### config.mk
export PLATFORM = sky130hd
export DESIGN_NAME = uart_rx_framed
export DESIGN_NICKNAME = d
export VERILOG_FILES = /design/src/rtl/uart_rx_framed.sv
export SDC_FILE = /design/constraint.sdc
export NUM_CORES = 1
export LEC_CHECK = 0
export ABC_AREA = 1
export CORE_MARGIN = 2
export CORE_UTILIZATION = 35
export DETAILED_ROUTE_END_ITERATION = 10
export PLACE_DENSITY = 0.54
export REMOVE_ABC_BUFFERS = 1
export SLEW_MARGIN = 30
export SYNTH_ARGS = -nofsm -noshare
export SYNTH_HDL_FRONTEND = slang
export SYNTH_SLANG_ARGS = --single-unit
### constraint.sdc
create_clock -name i_clk -period 5.2 [get_ports i_clk]
set_clock_uncertainty 0.05 [all_clocks]
set_input_delay 0.78 -clock i_clk [delete_from_list [all_inputs] [get_ports i_clk]]
set_output_delay 0.78 -clock i_clk [all_outputs]
set_load 0.02 [all_outputs]
### src/rtl/uart_rx_framed.sv
// UART receiver with majority-vote bit decisions, optional parity, one or two
// stop bits, and a show-ahead FIFO holding each word with its error flags.
module uart_rx_framed #(
  parameter int CLKS_PER_BIT = 217,
  parameter int DATA_BITS    = 8,
  parameter int PARITY       = 0,
  parameter int STOP_BITS    = 1,
  parameter int FIFO_DEPTH   = 4
) (
  input  logic                 i_clk,
  input  logic                 i_rst,
  input  logic                 i_uart_rx,
  input  logic                 i_rd_en,
  output logic                 o_rd_valid,
  output logic [DATA_BITS-1:0] o_rd_data,
  output logic                 o_rd_parity_err,
  output logic                 o_rd_frame_err,
  output logic                 o_overrun
);
  localparam int CW   = $clog2(CLKS_PER_BIT);
  localparam int AW   = $clog2(FIFO_DEPTH);
  localparam int CNTW = AW + 1;
  localparam int EW   = DATA_BITS + 2;
  localparam int H    = CLKS_PER_BIT / 2;

  localparam logic [CW-1:0] CNT_LAST  = CW'(CLKS_PER_BIT - 1);
  localparam logic [CW-1:0] CNT_S0    = CW'(H - 1);
  localparam logic [CW-1:0] CNT_S1    = CW'(H);
  localparam logic [CW-1:0] CNT_DEC   = CW'(H + 1);
  localparam logic [3:0]    DATA_LAST = 4'(DATA_BITS - 1);
  localparam logic [3:0]    STOP_LAST = 4'(STOP_BITS - 1);
  localparam logic          PAR_ODD   = (PARITY == 1);

  typedef enum logic [2:0] {
    S_IDLE, S_START, S_DATA, S_PARITY, S_STOP, S_COMMIT
  } state_t;

  logic [1:0]           sync_reg;
  logic                 prev_reg;
  logic                 rx_sync;
  state_t               state_reg;
  logic [CW-1:0]        cnt_reg;
  logic [1:0]           samp_reg;
  logic [3:0]           bit_idx_reg;
  logic [DATA_BITS-1:0] shift_reg;
  logic                 par_err_reg;
  logic                 frm_err_reg;
  logic                 decide;
  logic                 bit_maj;

  logic [EW-1:0]        entry_mem [FIFO_DEPTH];
  logic [AW-1:0]        wr_ptr_reg;
  logic [AW-1:0]        rd_ptr_reg;
  logic [CNTW-1:0]      count_reg;
  logic                 overrun_reg;
  logic                 commit;
  logic                 full;
  logic                 pop;
  logic                 push;
  logic [EW-1:0]        head;

  always_ff @(posedge i_clk or posedge i_rst) begin
    if (i_rst) begin
      sync_reg <= 2'b11;
      prev_reg <= 1'b1;
    end else begin
      sync_reg <= {sync_reg[0], i_uart_rx};
      prev_reg <= sync_reg[1];
    end
  end

  assign rx_sync = sync_reg[1];
  assign decide  = (cnt_reg == CNT_DEC);
  // Third vote is the live sample taken in the decision cycle itself.
  assign bit_maj = (samp_reg[0] & samp_reg[1]) | (samp_reg[0] & rx_sync) |
                   (samp_reg[1] & rx_sync);

  always_ff @(posedge i_clk or posedge i_rst) begin
    if (i_rst) begin
      state_reg   <= S_IDLE;
      cnt_reg     <= '0;
      samp_reg    <= '0;
      bit_idx_reg <= '0;
      shift_reg   <= '0;
      par_err_reg <= 1'b0;
      frm_err_reg <= 1'b0;
    end else begin
      if (state_reg == S_IDLE || state_reg == S_COMMIT || cnt_reg == CNT_LAST)
        cnt_reg <= '0;
      else
        cnt_reg <= cnt_reg + CW'(1);

      if (cnt_reg == CNT_S0) samp_reg[0] <= rx_sync;
      if (cnt_reg == CNT_S1) samp_reg[1] <= rx_sync;

      case (state_reg)
        S_IDLE: begin
          if (prev_reg && !rx_sync) begin
            state_reg   <= S_START;
            bit_idx_reg <= '0;
            par_err_reg <= 1'b0;
            frm_err_reg <= 1'b0;
          end
        end
        S_START: begin
          if (decide) state_reg <= bit_maj ? S_IDLE : S_DATA;
        end
        S_DATA: begin
          if (decide) begin
            shift_reg <= {bit_maj, shift_reg[DATA_BITS-1:1]};
            if (bit_idx_reg == DATA_LAST) begin
              bit_idx_reg <= '0;
              state_reg   <= (PARITY != 0) ? S_PARITY : S_STOP;
            end else begin
              bit_idx_reg <= bit_idx_reg + 4'd1;
            end
          end
        end
        S_PARITY: begin
          if (decide) begin
            par_err_reg <= (^shift_reg) ^ bit_maj ^ PAR_ODD;
            state_reg   <= S_STOP;
          end
        end
        S_STOP: begin
          if (decide) begin
            if (!bit_maj) frm_err_reg <= 1'b1;
            if (bit_idx_reg == STOP_LAST) state_reg <= S_COMMIT;
            else bit_idx_reg <= bit_idx_reg + 4'd1;
          end
        end
        S_COMMIT: state_reg <= S_IDLE;
        default:  state_reg <= S_IDLE;
      endcase
    end
  end

  assign commit = (state_reg == S_COMMIT);
  assign full   = (count_reg == CNTW'(FIFO_DEPTH));
  assign pop    = i_rd_en && (count_reg != '0);
  // A pop in the commit cycle frees the slot the new word needs.
  assign push   = commit && (!full || pop);

  always_ff @(posedge i_clk) begin
    if (push) entry_mem[wr_ptr_reg] <= {shift_reg, par_err_reg, frm_err_reg};
  end

  always_ff @(posedge i_clk or posedge i_rst) begin
    if (i_rst) begin
      wr_ptr_reg  <= '0;
      rd_ptr_reg  <= '0;
      count_reg   <= '0;
      overrun_reg <= 1'b0;
    end else begin
      overrun_reg <= commit && full && !pop;
      if (push) wr_ptr_reg <= wr_ptr_reg + AW'(1);
      if (pop)  rd_ptr_reg <= rd_ptr_reg + AW'(1);
      case ({push, pop})
        2'b10:   count_reg <= count_reg + CNTW'(1);
        2'b01:   count_reg <= count_reg - CNTW'(1);
        default: count_reg <= count_reg;
      endcase
    end
  end

  assign o_rd_valid = (count_reg != '0);
  // Gate with valid so an empty FIFO never exposes stale or unwritten slots.
  assign head = o_rd_valid ? entry_mem[rd_ptr_reg] : '0;
  assign o_rd_data       = head[EW-1:2];
  assign o_rd_parity_err = head[1];
  assign o_rd_frame_err  = head[0];
  assign o_overrun       = overrun_reg;

endmodule

# Yosys cells after proc, flatten, opt, wreduce, memory -nomap -nowiden

Memory sizes are Yosys's and may differ from the RTL's.
Index checks and enable logic that the tools add are counted.

$add $sub $neg: 6
Equal/unequal tests: 22
Mux-type cells: 26
Bitwise logic cells: 6
Reductions and logical operators: 24

Operators by type and width:

| kind                | number |
|---|---|
| $eq 8x7->1 const B  | 3 |
| $mux 3              | 7 |
| $mux 4              | 5 |
| $ne 2x2->1 const B  | 8 |
| $pmux 3 s5          | 1 |
| $pmux 4 s3          | 1 |
| $mux 10             | 1 |
| $eq 3x3->1 const B  | 3 |
| $add 8x1->8 const B | 1 |
| $eq 8x8->1 const B  | 1 |
| $mux 8              | 1 |
| $reduce_xor 8->1    | 1 |
| $reduce_and 7->1    | 1 |
| $eq 3x2->1 const B  | 2 |
| $mux 1              | 6 |
| $pmux 3 s2          | 1 |
| $reduce_bool 2->1   | 3 |
| $reduce_bool 3->1   | 2 |
| $logic_and 1x1->1   | 5 |
| $reduce_and 5->1    | 1 |
| $add 2x1->2 const B | 2 |
| $add 4x1->4 const B | 1 |
| $eq 4x3->1 const B  | 1 |
| $logic_not 4->1     | 1 |
| other kinds (17)    | 25 |

Flip-flop bits (word level): 38
RAM bits: 40
Word-level logic and storage cells: 99
Memories: 1

Memory list:

| memory    | depth | bits a word | rd ports | clocked after memory_dff | write ports | RTL line | source |
|---|---|---|---|---|---|---|---|
| entry_mem | 4     | 10          | 1        | 0                        | 1           | 51       | `logic [EW-1:0] entry_mem [FIFO_DEPTH];` |

# Logic depth before layout (Yosys ltp)

Gate-level depths: netlist of the first run.

Word-level depth: 6
Gate-level depth with buffers: 10
Depth with buffers taken out: 10

# Worst setup path before layout of the first run

No wires, ideal clock.

Path kind: input to register
From: input i_rd_en
To: register count_reg[2]
Arrival time: 2,071 ps
Path slack: 2,948 ps
Stages on the path: 9
Path buffers: 0
Path through: inv_1 > nand3_1 > nand2_1 > ha_1 > inv_1 > fa_1 > a21oi_1 > o21ai_0 > xor2_1

Longest elaborated chain between the ends: 5

Ends and longest elaborated chain:

| item                                                   | RTL line | source |
|---|---|---|
| start, declared                                        | 13       | `input logic i_rd_en,` |
| $logic_and 1x1->1 (*)                                  | 140      | `assign pop = i_rd_en && (count_reg != '0);` |
| $logic_or 1x1->1                                       | 142      | `assign push = commit && (!full \|\| pop);` |
| $logic_and 1x1->1                                      | 142      |  |
| $eq 2x1->1 / $eq 2x2->1 (equally long branches)        | 158      | `case ({push, pop})` |
| $pmux 3 s2 / $reduce_bool 2->1 (equally long branches) | -        |  |
| end signal, assigned                                   | 159      | `2'b10: count_reg <= count_reg + CNTW'(1);` |
| end signal, assigned                                   | 160      | `2'b01: count_reg <= count_reg - CNTW'(1);` |
| end signal, assigned                                   | 161      | `default: count_reg <= count_reg;` |
| end, declared                                          | 54       | `logic [CNTW-1:0] count_reg;` |

Mark *: on every way between the ends. The rest lies on a longest branch, timed or not.
A chain may end at the register's enable or synchronous reset.

# Worst setup path in the final report of the first run

From: register rd_ptr_reg[0]
To: output o_rd_data[7]

Longest elaborated chain between the ends: 2

Ends and longest elaborated chain:

| item                   | RTL line | source |
|---|---|---|
| start, declared        | 53       | `logic [AW-1:0] rd_ptr_reg;` |
| start signal, assigned | 157      | `if (pop) rd_ptr_reg <= rd_ptr_reg + AW'(1);` |
| $mem_v2 4x10           | -        |  |
| $mux 10                | 168      | `assign head = o_rd_valid ? entry_mem[rd_ptr_reg] : '0;` |
| end, declared          | 15       | `output logic [DATA_BITS-1:0] o_rd_data,` |

Every way passes these cells.

==> results of run 1 <==
[stage by stage]
| stage | cells | power (uW) | hold WS, ps | worst slack, ps |
|---|---|---|---|---|
| after detailed placement | 532 | 1550 | 297 | 2190 |
| after global placement | 532 | 1530 | 297 | 2270 |
| after global routing | 548 | 2220 | 312 | 1610 |
| final | 548 | 2060 | 308 | 1880 |
| after CTS | 548 | 2090 | 309 | 1830 |
| after floorplan | 380 | 1290 | 295 | 2950 |
[routing by layer]
metal	global-route usage [%]	share of wire, %
met2	21.7	48
met4	4.32	1.4
met5	0	0
met3	2.88	2.7
met1	16.3	48
[Yosys cell counts (4+ instances only)]
library cell,number
o21ai_0,27
nand2_1,65
dfrtp_1,35
nand3_1,21
nor3_1,4
a21oi_1,18
o21ai_1,11
ha_1,10
inv_1,46
nor2_1,68
clkbuf_1,5
xor2_1,6
edfxtp_1,40
nand2_2,4
[critical path, cell delays in order, from the launching register on]
cell             delay (ps)
dfrtp_1                 780
inv_1                   430
o21ai_0                 300
a21oi_1                 100
clkdlybuf4s50_1         550
[final timing paths]
kind | to | start | cells past startpoint | slack (ps)
max | o_rd_data[7] | rd_ptr_reg[0] | 4 | 1880
min | sync_reg[1] | sync_reg[0] | 0 | 310
max reg2reg | entry_mem[2][2] | state_reg[0] | 4 | 2940
min reg2reg | sync_reg[1] | sync_reg[0] | 0 | 310
max in group asynchronous | sync_reg[1] | i_rst | 3 | 3920
min in group asynchronous | cnt_reg[6] | i_rst | 3 | 810
[cells by family (layout without fill, tap and decap cells)]
family,count (synthesis),in the layout
buf+inv,56,80
xor+xnor,9,9
flops,78,78
fa+ha+maj,11,11
simple gates,174,174
compound gates,60,60
[layout make-up]
cell class	instances	area (sq um)	share of cell area [%]
clock buffers	10	128	3.03
clock inverters	6	110	2.62
inverters	48	180	4.28
multi-input cells	254	1310	31.1
flip-flops and latches	78	2160	51.2
well taps	136	170	4.04
repair buffers	16	158	3.75
[power by group]
| group | leakage (uW) | total [uW] | switching (uW) | internal, uW |
|---|---|---|---|---|
| logic | 0.000752 | 718 | 428 | 289 |
| registers | 0.000820 | 811 | 92.4 | 719 |
| clock network | 0.000114 | 532 | 214 | 318 |
==> metrics.yaml, run 1 <==
cp_data_required_time_ps: 4370
antenna_found_initial: 0
ctsHoldBuffers: 0
grt_pass1_wl_um: 11500
finalSetupViolations: 0
area_growth_pct: 14.7
rows: 37
rsz0062_at_grt: "no"
ant_nets: 0
num_vias: 2493
die_h_um: 106
synthMuxAreaShare_pct: 0
dp_hpwl_um: 4600
synth-main-ff-cell: "edfxtp_1"
syn_area_sq_mm: 0.00367
critPathMaxFanout: 23
place_area_sq_mm: 0.00397
status: "completed"
nNetsFinal: 422
clk_latency_ps: 340
slew_viol_final: 0
cp_data_arrival_time_ps: 2490
largest_reg_flops: 40
pin_count: 16
worstSetupPathType: "flip-flop to primary output"
routed_wl_um: 6530
yosys.area.top_type_share_pct: 32.7
synth_area_leader_cell: "edfxtp_1"
synth_warnings: 0
synth-edff-count: 40
peakVddDrop_mv: 0.210
fill_cells: 992
synth-simple-area-share_pct: 20.7
drive_above_1_share_pct: 9.22
hold_class: "flip-flop to flip-flop"
finalCritPeriodShare_pct: 63.9
synth-compound-area-share_pct: 8.66
avgRoutedWirePerCell_um: 11.9
endpoint_kind: "primary output"
gp_congestion: 0.784
clock-sinks: 78
diodes: 0
post-route-min-period_ps: 3320
die_x_um: 106
grt_util_all_layers_pct: 12.9
overflow: 0
cts_max_path_buffers: 2
tritoncts: "built"
synth_fa_ha_area_share_pct: 3.95
grt_max_degree: 39
synth.distinct_cells: 28
synth-xor-area-share_pct: 2.15
cap_violations: 0
yosysSeqAreaShare_pct: 58.7
synthCells: 388
synth_top_family_by_area: "simple AND/OR/NAND/NOR gates"
h-tree-depth: 3
setup-tns-final_ps: 0
initial_utilization_pct: 35.9
ys_async_sr_fraction_pct: 48.7
power.density_mw_per_mm2: 490
tightest_slew_ps: 827
cts_made_buffers: 9
vias_per_cell: 4.55
cts.reportedPaths.clkPinSlew_ps: 70
drt_iter0_drc: 133
slew_headroom_pct: 44.7
fin_area_sq_mm: 0.00421
cts-root-buf: "clkbuf_8"
ys_top_cells_by_area: "edfxtp_1 (33%), dfrtp_1 (24%), nor2_1 (7.0%), nand2_1 (6.6%), inv_1 (4.7%)"
finalHoldViolCount: 0
firstDrtPassIters: 4
drc_errors: 0
synth_seq_cells: 78
postCtsSetupBuffers: 0
cts.repair.resized: 0
grt_pass1_vias: 2479
die_area_sq_mm: 0.0113
fin_util_pct: 41.1
core_sq_mm: 0.0102
static-leakage-power_uw: 0.00169
layout_common_cells: "nor2_1 (65), nand2_1 (65), inv_1 (46)"
critPathLaunchType: "flip-flop"
io_buffers: 15
fmax_ghz: 0.301
postSynthAreaPerCell_sq_um: 9.46
Power figures use the tool's default switching activity.
==> run 2: changes to the inputs <==
==> constraint.sdc (replaced) <==
create_clock -name i_clk -period 3.25 [get_ports i_clk]
set_clock_uncertainty 0.05 [all_clocks]
set_input_delay 0.4875 -clock i_clk [delete_from_list [all_inputs] [get_ports i_clk]]
set_output_delay 0.4875 -clock i_clk [all_outputs]
set_load 0.02 [all_outputs]
==> run 2 against run 1 <==
Cell area shrank 0.24%. Power grew 56%. Final cell count grew 0.91%. Utilization shrank 0.098 points. Routed wire length grew 6.3%. Highest routed layer unchanged.
==> metrics.yaml, run 2 (synthesis gave the netlist of run 1 again) <==
cp-startpoint: "rd_ptr_reg[1]"
cp_data_arrival_time_ps: 2260  # -230 ps
finalHoldViolCount: 0  # unchanged
reg2reg_from: "count_reg[0]"
die_x_um: 106  # unchanged
grtUsageMet3_pct: 2.58  # -0.31 points
vias_per_cell: 4.58  # +0.65%
dp_hpwl_um: 4620  # +0.38%
grt_util_all_layers_pct: 13.5  # +0.61 points
cts.reportedPaths.clkPinSlew_ps: 80  # about the same
overflow: 0  # unchanged
grt_pass1_vias: 2493  # +0.56%
power.density_mw_per_mm2: 764  # +56%
drive_above_1_share_pct: 9.83  # +0.61 points
finalCritPeriodShare_pct: 86.1
cts.repair.resized: 0  # unchanged
cap_violations: 0  # unchanged
cts-root-buf: "clkbuf_8"
slew_viol_final: 0  # unchanged
avgRoutedWirePerCell_um: 12.5  # +5.4%
drc_errors: 0  # unchanged
fmax_ghz: 0.357
tritoncts: "built"
place_area_sq_mm: 0.00400  # +0.82%
ant_nets: 0  # unchanged
endpoint_kind: "primary output"
p_clk_share_pct: 23.0  # -2.8 points
switching_power_uw: 1220  # +67%
switching_share_pct: 38.1  # +2.5 points
hold_class: "flip-flop to flip-flop"
pin_count: 16  # unchanged
initial_utilization_pct: 35.9  # unchanged
rsz0062_at_grt: "no"
seqPwrFrac_pct: 39.4  # about the same
final_common_cell: "nor2_1"
clock-sinks: 78  # unchanged
critPathLaunchType: "flip-flop"
static-leakage-power_uw: 0.00169  # +0.15%
io_buffers: 15  # unchanged
h-tree-depth: 3  # unchanged
core_sq_mm: 0.0102  # unchanged
slew_headroom_pct: 64.0  # +19 points
diodes: 0  # unchanged
combinationalPowerShare_pct: 37.6  # +2.8 points
holdPathStages: 0  # unchanged
power_uw: 3210  # +56%
grt_max_degree: 39  # unchanged
status: "completed"
clk_latency_ps: 350  # about the same
ctsHoldBuffers: 0  # unchanged
firstDrtPassIters: 4  # unchanged
rows: 37  # unchanged
use_met1_pct: 17.5  # +1.2 points
worstSetupPathType: "flip-flop to primary output"
largest_reg_flops: 40  # unchanged
postCtsSetupBuffers: 0  # unchanged
nNetsFinal: 427  # +1.2%
peakVddDrop_mv: 0.261  # +24%
grt-busiest-layer: "met2"
fin_area_sq_mm: 0.00420  # -0.24%
drt_iter0_drc: 134  # +0.75%
die_h_um: 106  # unchanged
die_area_sq_mm: 0.0113  # unchanged
critPathMaxFanout: 11  # -52%
area_growth_pct: 14.4
routed_wl_um: 6940  # +6.3%
setup-tns-final_ps: 0  # unchanged
cts_made_buffers: 9  # unchanged
met2_usage_pct: 21.9  # +0.23 points
grt_pass1_wl_um: 11800  # +2.7%
cts_max_path_buffers: 2  # unchanged
num_vias: 2532  # +1.6%
gp_congestion: 0.792  # +1.1%
antenna_found_initial: 0  # unchanged
reg2reg_depth: 10  # +6
tightest_slew_ps: 540  # -287 ps
fin_util_pct: 41.0  # -0.098 points
post-route-min-period_ps: 2800
cp_data_required_time_ps: 2710  # -1660 ps
internal-power_uw: 1980  # +50%
min-delay-start: "sync_reg[0]"
layout_common_cells: "nor2_1 (68), nand2_1 (65), inv_1 (46)"
finalSetupViolations: 0  # unchanged
fill_cells: 1029  # +3.7%
## run 2: cell types whose count changed in the layout (fill, tap and decap cells not counted)
| cell | change |
|---|---|
| buf_4 | +5 |
| inv_6 | +2 |
| nor2_2 | -3 |
| clkinv_4 | -1 |
| bufinv_16 | -2 |
| clkinvlp_4 | +2 |
| nor2_1 | +3 |
| clkinv_1 | -1 |
## run 2: worst max-delay path, stage by stage (launching register included)
cell,delay [ps]
dfrtp_1,580
inv_1,300
nor2_1,150
o21ai_0,90
a21oi_1,170
clkdlybuf4s50_1,630
## run 2: path summary, 6_finish.rpt
kind	slack (ps)	to
max	450	o_rd_data[1]
min	310	sync_reg[1]
max reg2reg	1010	count_reg[2]
min reg2reg	310	sync_reg[1]
max in group asynchronous	2260	sync_reg[0]
min in group asynchronous	510	wr_ptr_reg[0]
## run 2: layer usage
| layer | wire, um | part of all wire (%) | vias up |
|---|---|---|---|
| li1 | - | - | 1312 |
| met1 | 3410 | 49 | 1188 |
| met2 | 3290 | 47 | 23 |
| met3 | 150 | 2.2 | 9 |
| met4 | 93 | 1.3 | 0 |
| met5 | 0 | 0 | - |
## run 2: power by group through the flow
stage	logic [uW]	clock network [uW]	registers [uW]
after detailed placement	1220	0	1280
after global routing	1370	805	1280
after global placement	1200	0	1280
after floorplan	786	0	1280
final	1210	738	1260
after CTS	1220	767	1260
## run 2: through the flow
| stage | hold WS (ps) | cells | worst slack, ps |
|---|---|---|---|
| final | 315 | 553 | 451 |
| after global routing | 323 | 553 | 206 |
| after CTS | 318 | 553 | 409 |
| after detailed placement | 306 | 537 | 673 |
| after global placement | 297 | 537 | 702 |
| after floorplan | 295 | 380 | 1150 |
## run 2: final cells by class
type	count	area (sq um)	share of cell area, %
sequential	78	2160	51.3
multi-input combinational	254	1300	31.0
timing repair buffer	21	195	4.65
inverter	48	180	4.29
tap	136	170	4.05
clock buffer	10	128	3.04
clock inverter	6	70.1	1.67
==> run 3: changes to the inputs <==
--- a/config.mk
+++ b/config.mk
@@ -6,10 +6,14 @@
 export NUM_CORES = 1
 export LEC_CHECK = 0
 export ABC_AREA = 1
+export CAP_MARGIN = 20
+export CELL_PAD_IN_SITES_DETAIL_PLACEMENT = 2
+export CELL_PAD_IN_SITES_GLOBAL_PLACEMENT = 2
 export CORE_MARGIN = 2
 export CORE_UTILIZATION = 35
 export DETAILED_ROUTE_END_ITERATION = 10
-export PLACE_DENSITY = 0.54
+export GPL_TIMING_DRIVEN = 0
+export PLACE_DENSITY = 0.76
 export REMOVE_ABC_BUFFERS = 1
 export SLEW_MARGIN = 30
 export SYNTH_ARGS = -nofsm -noshare
==> run 3 against run 2 <==
Global-route usage up 3.9 points. Flip-flop and latch count unchanged. Clock power down 2.8%. Register-to-register slack worse by 200 ps. Utilization down 0.086 points. Critical path depth down 1. Routed wire length up 33%. Final cell count down 0.72%. Setup slack worse by 210 ps. Highest routed layer unchanged. Critical endpoint is now o_rd_data[5]. Non-clock buffer count down 5.
==> metrics.yaml, run 3 (synthesis gave the netlist of run 1 again) <==
rows: 37  # unchanged
slew_viol_final: 0  # unchanged
vias_per_cell: 4.89  # +6.7%
drc_errors: 0  # unchanged
critPathMaxFanout: 24  # +13
initial_utilization_pct: 35.9  # unchanged
overflow: 0  # unchanged
nNetsFinal: 423  # -0.94%
crit_path_max_incr_delay_ps: 710  # +80 ps
ctsHoldBuffers: 0  # unchanged
hold_class: "flip-flop to flip-flop"
slew_headroom_pct: 50.8  # -13 points
power.density_mw_per_mm2: 785  # +2.8%
critPathLaunchType: "flip-flop"
setup-tns-final_ps: 0  # unchanged
die_area_sq_mm: 0.0113  # unchanged
static-leakage-power_uw: 0.00166  # -1.7%
grt_pass1_wl_um: 15200  # +28%
cap_violations: 0  # unchanged
core_sq_mm: 0.0102  # unchanged
crit_chain: "clkinvlp_4 > o21ai_0 > a21oi_1 > clkdlybuf4s50_1"
clk_latency_ps: 360  # about the same
place_area_sq_mm: 0.00398  # -0.63%
area_growth_pct: 14.2
dp_hpwl_um: 6390  # +38%
firstDrtPassIters: 4  # unchanged
grt_max_degree: 28  # -28%
drive_above_1_share_pct: 10.9  # +1.1 points
cts.reportedPaths.clkPinSlew_ps: 90  # about the same
fin_area_sq_mm: 0.00419  # -0.21%
post-route-min-period_ps: 3010  # +212 ps
cp_data_required_time_ps: 2710  # about the same
tritoncts: "built"
finalHoldViolCount: 0  # unchanged
pin_count: 16  # unchanged
grt_pass1_vias: 3005  # +21%
reg2reg_depth: 10  # unchanged
fmax_ghz: 0.332  # -7.1%
grt_util_all_layers_pct: 17.4  # +3.9 points
gp_congestion: 0.737  # -7.0%
die_h_um: 106  # unchanged
finalSetupViolations: 0  # unchanged
layout_common_cells: "nand2_1 (65), nor2_1 (64), inv_1 (44)"
io_buffers: 15  # unchanged
finalCritPeriodShare_pct: 92.7  # +6.5 points
num_vias: 2682  # +5.9%
ant_nets: 0  # unchanged
antenna_found_initial: 0  # unchanged
cts_made_buffers: 9  # unchanged
avgRoutedWirePerCell_um: 16.8  # +34%
endpoint_kind: "primary output"
status: "completed"
rsz0062_at_grt: "no"
tightest_slew_ps: 738  # +198 ps
h-tree-depth: 3  # unchanged
r2r_end: "count_reg[2]"
final_common_cell: "nand2_1"
postCtsSetupBuffers: 0  # unchanged
cts-root-buf: "clkbuf_8"
reg2reg_slack_ps: 810  # -200 ps
cts_max_path_buffers: 2  # unchanged
drt_iter0_drc: 94  # -30%
crit_slowest_cell: "dfrtp_2"
reg2reg_from: "count_reg[0]"
die_x_um: 106  # unchanged
worstSetupPathType: "flip-flop to primary output"
cp_data_arrival_time_ps: 2470  # +210 ps
diodes: 0  # unchanged
routed_wl_um: 9220  # +33%
worst_hold_path.endpoint: "sync_reg[1]"
min-delay-start: "sync_reg[0]"
holdPathStages: 0  # unchanged
clock-sinks: 78  # unchanged
peakVddDrop_mv: 0.283  # +8.1%
largest_reg_flops: 40  # unchanged
fill_cells: 1115  # +8.4%
-- run 3: how the worst max path moves through the flow --
stage / to / cells after the start / slack, ps / start
global route: o_rd_data[5] / 4 / 60 / rd_ptr_reg[0]
CTS: o_rd_parity_err / 4 / 70 / rd_ptr_reg[0]
finish: o_rd_data[5] / 4 / 240 / rd_ptr_reg[0]
global placement: o_rd_data[5] / 4 / 470 / rd_ptr_reg[0]
floorplan: count_reg[2] / 10 / 1150 / count_reg[0]
detailed placement: o_rd_data[5] / 4 / 220 / rd_ptr_reg[0]
-- run 3: layout make-up --
type | count | area (sq um) | area share, %
repair buffers | 16 | 170 | 4.06
well taps | 136 | 170 | 4.06
inverters | 48 | 184 | 4.39
multi-input cells | 254 | 1310 | 31.3
repair inverters | 1 | 7.51 | 0.179
flip-flops and latches | 78 | 2160 | 51.5
clock buffers | 11 | 153 | 3.64
clock inverters | 5 | 37.5 | 0.896
-- run 3: worst max-delay path, delay by kind of cell (launching register included) --
family | cells | cell delay [ps]
DFF | 1 | 710
buffers and inverters | 2 | 970
AOI/OAI and AO/OA | 2 | 430
-- run 3: per-stage QoR --
stage          std cells  worst slack, ps  util, %  total power [uW]  hold slack (ps)
2_1_floorplan        380             1150        -              2070              295
3_3_place_gp         531              468     38.7              2480              296
3_5_place_dp         532              217     38.9              2580              299
4_1_cts              548             67.8     40.7              3320              310
5_1_grt              549             63.7     41.0              3500              311
6_report             549              238     41.0              3290              309
-- run 3: layer usage --
layer,vias up,wire length [um],global-route usage (%)
li1,1302,-,-
met2,28,4800,31.7
met5,-,0,0
met4,0,125,4.89
met1,1342,4130,20.7
met3,10,164,3.37
-- run 3: power by group --
part | leakage, uW | switching (uW) | internal (uW) | total (uW)
sequential | 0.000818 | 186 | 1150 | 1340
clock | 0.0000915 | 389 | 329 | 717
combinational | 0.000751 | 763 | 473 | 1240
total | 0.00166 | 1340 | 1950 | 3290
-- run 3: timing repair --
| action | in CTS | in global routing |
|---|---|---|
| setup endpoints to repair | 10 | 2 |
| gates cloned | 0 | 1 |
| resized for setup | 1 | 3 |
